### src/rtl/aes_uart_pkg.sv
// Shared definitions for the UART-to-AES command frame receiver.
package aes_uart_pkg;

  typedef enum logic [2:0] {
    ST_IDLE  = 3'd0,
    ST_KEY   = 3'd1,
    ST_TEXT  = 3'd2,
    ST_START = 3'd3,
    ST_WAIT  = 3'd4
  } rx_state_e;

  localparam logic [7:0] CMD_ENC_DEF = 8'h45;
  localparam logic [7:0] CMD_DEC_DEF = 8'h44;
  localparam int         FRAME_BYTES = 16;

  // New bytes enter at the bottom, so the first byte of a field ends up in [127:120].
  function automatic logic [127:0] shift_in(input logic [127:0] r, input logic [7:0] b);
    return {r[119:0], b};
  endfunction

endpackage

### src/rtl/rx_timeout_timer.sv
// Inter-byte timeout: counts down the idle cycles still allowed while enabled and
// pulses expire on the cycle the allowance runs out with no byte restarting it.
module rx_timeout_timer #(
  parameter int TIMEOUT_CYC = 1000000
) (
  input  logic clk,
  input  logic rst,
  input  logic enable,
  input  logic restart,
  output logic expire
);

  localparam int              TW   = $clog2(TIMEOUT_CYC + 1);
  localparam logic [TW-1:0]   LOAD = TW'(TIMEOUT_CYC - 1);

  logic [TW-1:0] cnt_q, cnt_d;

  always_comb begin
    cnt_d  = cnt_q;
    expire = 1'b0;
    if (!enable || restart) begin
      cnt_d = LOAD;
    end else if (cnt_q == '0) begin
      expire = 1'b1;
      cnt_d  = LOAD;
    end else begin
      cnt_d = cnt_q - 1'b1;
    end
  end

  always_ff @(posedge clk) begin
    if (rst) cnt_q <= LOAD;
    else     cnt_q <= cnt_d;
  end

endmodule

### src/rtl/aes_frame_rx.sv
// Parses header + 16 key bytes + 16 text bytes from the UART byte stream and
// hands the assembled block to the AES core, holding it until the core is done.
module aes_frame_rx
  import aes_uart_pkg::*;
#(
  parameter int         TIMEOUT_CYC = 1000000,
  parameter logic [7:0] CMD_ENC     = CMD_ENC_DEF,
  parameter logic [7:0] CMD_DEC     = CMD_DEC_DEF
) (
  input  logic         i_Clk,
  input  logic         i_Rst,
  input  logic [7:0]   i_RxData,
  input  logic         i_RxValid,
  input  logic         i_Done,
  output logic         o_Start,
  output logic         o_fDec,
  output logic [127:0] o_Key,
  output logic [127:0] o_Text,
  output logic         o_Busy,
  output logic         o_Err
);

  localparam logic [3:0] LAST_IDX = 4'(FRAME_BYTES - 1);

  rx_state_e    state_q, state_d;
  logic [3:0]   cnt_q, cnt_d;
  logic [127:0] key_q, key_d, text_q, text_d;
  logic         fdec_q, fdec_d;
  logic         start_q, start_d;
  logic         busy_q, busy_d;
  logic         err_q, err_d;

  logic         frame_phase;
  logic         hdr_hit;
  logic         byte_accept;
  logic         tmo_expire;

  assign frame_phase = (state_q == ST_KEY) || (state_q == ST_TEXT);
  assign hdr_hit     = (i_RxData == CMD_ENC) || (i_RxData == CMD_DEC);
  assign byte_accept = i_RxValid && (frame_phase || ((state_q == ST_IDLE) && hdr_hit));

  rx_timeout_timer #(
    .TIMEOUT_CYC (TIMEOUT_CYC)
  ) u_timer (
    .clk     (i_Clk),
    .rst     (i_Rst),
    .enable  (frame_phase),
    .restart (byte_accept),
    .expire  (tmo_expire)
  );

  // States:
  //   ST_IDLE  | waiting for a CMD_ENC / CMD_DEC header byte
  //   ST_KEY   | shifting in the 16 key bytes
  //   ST_TEXT  | shifting in the 16 text bytes
  //   ST_START | one-cycle start pulse to the core
  //   ST_WAIT  | block held stable until the core reports done
  always_comb begin
    state_d = state_q;
    cnt_d   = cnt_q;
    key_d   = key_q;
    text_d  = text_q;
    fdec_d  = fdec_q;
    start_d = 1'b0;
    busy_d  = busy_q;
    err_d   = 1'b0;

    unique case (state_q)
      ST_IDLE: begin
        if (i_RxValid && hdr_hit) begin
          fdec_d  = (i_RxData == CMD_DEC);
          cnt_d   = '0;
          state_d = ST_KEY;
        end
      end

      ST_KEY: begin
        if (i_RxValid) begin
          key_d = shift_in(key_q, i_RxData);
          cnt_d = cnt_q + 4'd1;
          if (cnt_q == LAST_IDX) state_d = ST_TEXT;
        end else if (tmo_expire) begin
          cnt_d   = '0;
          err_d   = 1'b1;
          state_d = ST_IDLE;
        end
      end

      ST_TEXT: begin
        if (i_RxValid) begin
          text_d = shift_in(text_q, i_RxData);
          cnt_d  = cnt_q + 4'd1;
          if (cnt_q == LAST_IDX) begin
            start_d = 1'b1;
            busy_d  = 1'b1;
            state_d = ST_START;
          end
        end else if (tmo_expire) begin
          cnt_d   = '0;
          err_d   = 1'b1;
          state_d = ST_IDLE;
        end
      end

      ST_START: begin
        err_d   = i_RxValid;
        state_d = ST_WAIT;
      end

      ST_WAIT: begin
        err_d = i_RxValid;
        if (i_Done) begin
          busy_d  = 1'b0;
          state_d = ST_IDLE;
        end
      end

      default: begin
        busy_d  = 1'b0;
        cnt_d   = '0;
        state_d = ST_IDLE;
      end
    endcase
  end

  always_ff @(posedge i_Clk) begin
    if (i_Rst) begin
      state_q <= ST_IDLE;
      cnt_q   <= '0;
      key_q   <= '0;
      text_q  <= '0;
      fdec_q  <= 1'b0;
      start_q <= 1'b0;
      busy_q  <= 1'b0;
      err_q   <= 1'b0;
    end else begin
      state_q <= state_d;
      cnt_q   <= cnt_d;
      key_q   <= key_d;
      text_q  <= text_d;
      fdec_q  <= fdec_d;
      start_q <= start_d;
      busy_q  <= busy_d;
      err_q   <= err_d;
    end
  end

  assign o_Start = start_q;
  assign o_fDec  = fdec_q;
  assign o_Key   = key_q;
  assign o_Text  = text_q;
  assign o_Busy  = busy_q;
  assign o_Err   = err_q;

endmodule

### config.mk
export PLATFORM = sky130hd
export DESIGN_NAME = aes_frame_rx
export DESIGN_NICKNAME = d
export VERILOG_FILES = /design/src/rtl/aes_uart_pkg.sv /design/src/rtl/rx_timeout_timer.sv /design/src/rtl/aes_frame_rx.sv
export SDC_FILE = /design/constraint.sdc
export NUM_CORES = 1
export LEC_CHECK = 0
export BUFFER_PORTS_ARGS = -buffer_cell sky130_fd_sc_hd__buf_2
export CORE_MARGIN = 2
export CORE_UTILIZATION = 40
export CTS_BUF_LIST = sky130_fd_sc_hd__clkbuf_8
export CTS_CLUSTER_DIAMETER = 50
export DETAILED_ROUTE_END_ITERATION = 8
export HOLD_SLACK_MARGIN = 0.1
export PLACE_DENSITY = 0.63
export RECOVER_POWER = 100
export SYNTH_ARGS = -nofsm -noshare
export SYNTH_HDL_FRONTEND = slang
export SYNTH_HIERARCHICAL = 1
export SYNTH_SLANG_ARGS = --single-unit
### constraint.sdc
create_clock -name i_Clk -period 4.2 [get_ports i_Clk]
set_input_delay 0.63 -clock i_Clk [delete_from_list [all_inputs] [get_ports i_Clk]]
set_output_delay 0.63 -clock i_Clk [all_outputs]
set_load 0.1 [all_outputs]
* Word-level counts from Yosys, hierarchy flattened *
Cells that the tools add are included.

operators by class
  add/sub/neg operators = 2
  eq/ne operators = 14
  muxes and demuxes = 22
  bitwise gates (word level) = 4
  reduce and logical (&&, ||, !) cells = 21

operators with widths
  operator                                                number
  2-to-1 mux 3 bit                                        7
  logical NOT 20 bit                                      1
  subtractor 20 x 1 -> 20 bit (second input constant)     1
  equality test 8 x 7 -> 1 bit (second input constant)    2
  case mux 3 bit (5 select lines)                         1
  2-to-1 mux 4 bit                                        3
  case mux 4 bit (3 select lines)                         1
  OR reduction 3 bit                                      3
  2-to-1 mux 1 bit                                        8
  AND reduction 4 bit                                     2
  equality test 3 x 2 -> 1 bit (second input constant)    2
  inequality test 3 x 2 -> 1 bit (second input constant)  2
  AND reduction 2 bit                                     3
  adder 4 x 1 -> 4 bit (second input constant)            1
  equality test 4 bit (second input constant)             1
  logical OR 1 bit                                        4
  inequality test 2 x 1 -> 1 bit (second input constant)  2
  inequality test 2 bit (second input constant)           2
  inverter 1 bit                                          4
  OR reduction 2 bit                                      2
  equality test 3 x 1 -> 1 bit (second input constant)    1
  equality test 3 bit (second input constant)             1
  logical AND 1 bit                                       3
  logical NOT 3 bit                                       1
  5 further kinds                                         5

storage, ports and cells
  register bits = 287
  input bits = 12
  output and inout port bits = 260
  word-level logic and storage cells = 72

* Longest topological paths before layout *
  depth in word-level cells = 10
  depth in mapped cells = 10

* By module *
Netlist, hierarchy kept.

by module, submodules not included
  module            times used  cells each  area each (um^2)
  aes_frame_rx      1           1,192       9,415.3
  rx_timeout_timer  1           98          900.9

* Least setup slack after synthesis *
Ideal clock, no wire load.

  kind = input -> register
  start = in i_RxData[1]
  end = reg, netlist name cnt_q[2]
  setup time = 0.091 ns
  arrival = 2.161 ns
  required time = 4.109 ns
  path slack = 1.948 ns
  stages on the path = 9
  path buffers = 0
  path through = or4b_4 > nor3_4 > nand2_1 > nand2_1 > nand2b_1 > nor3_1 > o22ai_1 > nand3b_1 > a311oi_1

RTL lines
  what             RTL line            text
  start, declared  aes_frame_rx.sv:12  input logic [7:0] i_RxData,

* Worst setup path after layout *
  start = reg state_q[0]
  end = reg text_q[117], in the netlist o_Text[117]

on the way
  longest elaborated chain between the ends = 2

ends and longest elaborated chain
  what                                  RTL line             text
  start, declared                       aes_frame_rx.sv:25   rx_state_e state_q, state_d;
  start signal, assigned                aes_frame_rx.sv:137  state_q <= state_d;
  equality test 3 x 2 -> 1 bit          aes_frame_rx.sv:68   unique case (state_q)
  AND reduction 2 bit (no source line)  --
  end signal, assigned                  aes_frame_rx.sv:140  text_q <= text_d;
  end, declared                         aes_frame_rx.sv:27   logic [127:0] key_q, key_d, text_q, text_d;

No other way between the ends.
A chain may end at the register's enable or synchronous reset.

==> flow_summary.yaml <==
status:
  status: "finished with violations"
  violations: "max-capacitance violations, max-slew violations"
cells_and_area:
  final_common_cell: "nand2_1"
  final_cell_mix: "nand2_1 (532), dfxtp_1 (287), clkbuf_1 (264), a21oi_1 (261), clkbuf_8 (65)"
  area_growth_pct: 20.5
  drive_above_1_share_pct: 6.50
  diodes: 0
  fin_area_um2: 12400
  nNetsFinal: 1545
worst_setup_path:
  path_max_fanout: 58
  path_class: "flip-flop to flip-flop"
  critPathArrivalTime_ns: 3.56
  cp-end-kind: "flip-flop"
  critical_path_cell_count: 5
  crit_family: "buffers and inverters"
  cp-start-kind: "flip-flop"
  crit_slowest_cell: "clkbuf_1"
  path_buf_inv: 1
  max_stage_delay_ns: 1.33
  cp.required_ns: 4.67
  cp_cell_sequence: "nor2b_1, nand2_4, clkbuf_1, nand2_1, a21oi_1"
  r2r_cells: 5
synth:
  yosys.area.top_type_share_pct: 55.7
  syn_area_um2: 10300
  synth-seq-cells: 287
  yosys_warnings: 6
  synth_flop_cell: "dfxtp_1"
  syn_inst: 1290
  yosysSeqAreaShare_pct: 55.7
  synth_nets: 1305
  synth-edff-count: 0
  synth.area.top_cells: "dfxtp_1 (56%), nand2_1 (19%), a21oi_1 (13%)"
  async_flop_share_pct: 0
  yosys.area.top_type: "dfxtp_1"
  syn_avg_cell_area_um2: 8.00
  ys_types: 50
global_routing:
  top_usage_layer: "met2"
  grt_pass1_wl_mm: 42.7
  met2_usage_pct: 30.4
  grtUsageTotal_pct: 19.2
  grt_max_degree: 141
  grt_overflow: 0
  use_met1_pct: 25.7
  grt_pass1_vias: 8174
  antenna_found_initial: 0
  met3_usage_pct: 4.85
floorplanning:
  ios: 272
  start_util_pct: 40.8
  die_w_um: 165
  row_count: 58
  core_area_um2: 25300
  die_area_um2: 27100
  die_y_um: 165
clocking:
  path_clk_slew_ns: 0.06
  numCtsBuffers: 49
  cts-htree-levels: 2
  post_cts_buffers: 0
  cts_buffer_depth: 3
  cts_root_buf: "clkbuf_8"
  cts.sinks: 287
  hold_buffers: 0
  cts_tree: "built"
  ctsResizeCount: 0
  clk-insertion-delay-late_ns: 0.56
routing:
  drc: 0
  antenna_left: 0
  drt_iter0_drc: 759
  drt-vias-per-instance: 4.89
  wl_per_cell_um: 14.5
  via_count: 9292
  firstDrtPassIters: 5
  wirelength_mm: 27.5
timing:
  clock_skew_ns: 0.0340
  grt_setup_unrepaired: "no"
  slew_viol_final: 43
  period_needed_ns: 3.09
  timing.final.crit_share_pct: 73.6
  finalHoldViolations: 0
  slew_headroom_pct: -17.5
  setup_viol: 0
  tightest_slew_ns: 1.76
  setup_tns_ns: 0
  max_freq_mhz: 323
pwr:
  power_density_nw_per_um2: 431
  p_leak_nw: 4.02
  peakVddDrop_v: 0.000273
placed_design:
  dp_hpwl_mm: 17.8
  gp_congestion: 0.807
  placed_cell_area_um2: 11800
  io_buffers: 271
run:
  maxCapViolCount: 1
worst_hold_path:
  hp-class: "input pin to flip-flop"
  whs_path_depth: 3
-- path summary, 6_finish.rpt --
path / end / slack [ns] / from
setup reg to reg: o_Text[117]$_SDFFE_PP0N_ / 1.11 / state_q[0]$_SDFFE_PP0P_
hold / removal: o_Key[1]$_SDFFE_PP0N_ / 0.34 / i_RxData[1]
hold reg to reg: u_timer/cnt_q[0]$_SDFF_PP1_ / 0.43 / u_timer/cnt_q[0]$_SDFF_PP1_
setup / recovery: o_Text[117]$_SDFFE_PP0N_ / 1.11 / state_q[0]$_SDFFE_PP0P_
-- report_power, final --
part	switching (mW)	internal [mW]
Combinational	0.0531	0.00958
Sequential	0.000291	2.72
Clock	1.14	1.44
-- through the flow --
step           power, mW  utilization, %  setup WS, ns  hold slack [ns]  std cells
6_report            5.36            49.2          1.11            0.338       1899
3_3_place_gp        2.85            46.5          1.67            0.412       1809
5_1_grt             5.56            49.2         0.774            0.315       1899
2_1_floorplan       2.83               -          1.95            0.391       1290
4_1_cts             5.43            50.6          1.69            0.293       1899
3_5_place_dp        2.85            46.5          1.55            0.419       1809
-- cell usage after synthesis (3+ instances only) --
master      n
inv_1       5
o21ai_0     3
nand2b_1    5
xor2_1      8
o31ai_1     5
dfxtp_1   287
nor2_1     16
buf_4      21
a311oi_1    3
or4_1       4
xnor2_1     5
buf_2      23
nand3_1     9
nor2b_1     5
ha_1        3
nor3_1      7
nand2_1   534
a21oi_1   261
clkbuf_1   45
or3_1       4
-- sequential cells by signal (all words and copies together) (netlist names) --
signal	count
o_Key	128
o_Text	128
o_Start	1
o_fDec	1
state_q	3
o_Busy	1
u_timer/cnt_q	20
o_Err	1
cnt_q	4
-- layer usage --
layer  part of all wire (%)  wire (um)
met3                    6.6       1830
met2                     47      13000
met4                    2.0        551
met1                     44      12200
met5                      0          0
-- final cells by class --
class	count	area, um^2
Multi-Input combinational cell	907	4100
Timing Repair Buffer	280	1120
Clock inverter	26	154
Fill cell	2674	12800
Sequential cell	287	5750
Clock buffer	64	881
Tap cell	330	413
Inverter	5	18.8
-- cell families after synthesis --
family / share of synthesized area (%)
flops: 55.7
compound gates: 14.6
xor+xnor: 1.10
fa+ha+maj: 0.364
buf+inv: 4.61
simple gates: 23.6
-- worst reg2reg max path, cell delays in order, from the launching register on --
cell      delay, ns
dfxtp_1        0.56
nor2b_1        0.24
nand2_4        0.53
clkbuf_1       1.35
nand2_1        0.16
a21oi_1        0.20
(Power assumes the default switching activity.)
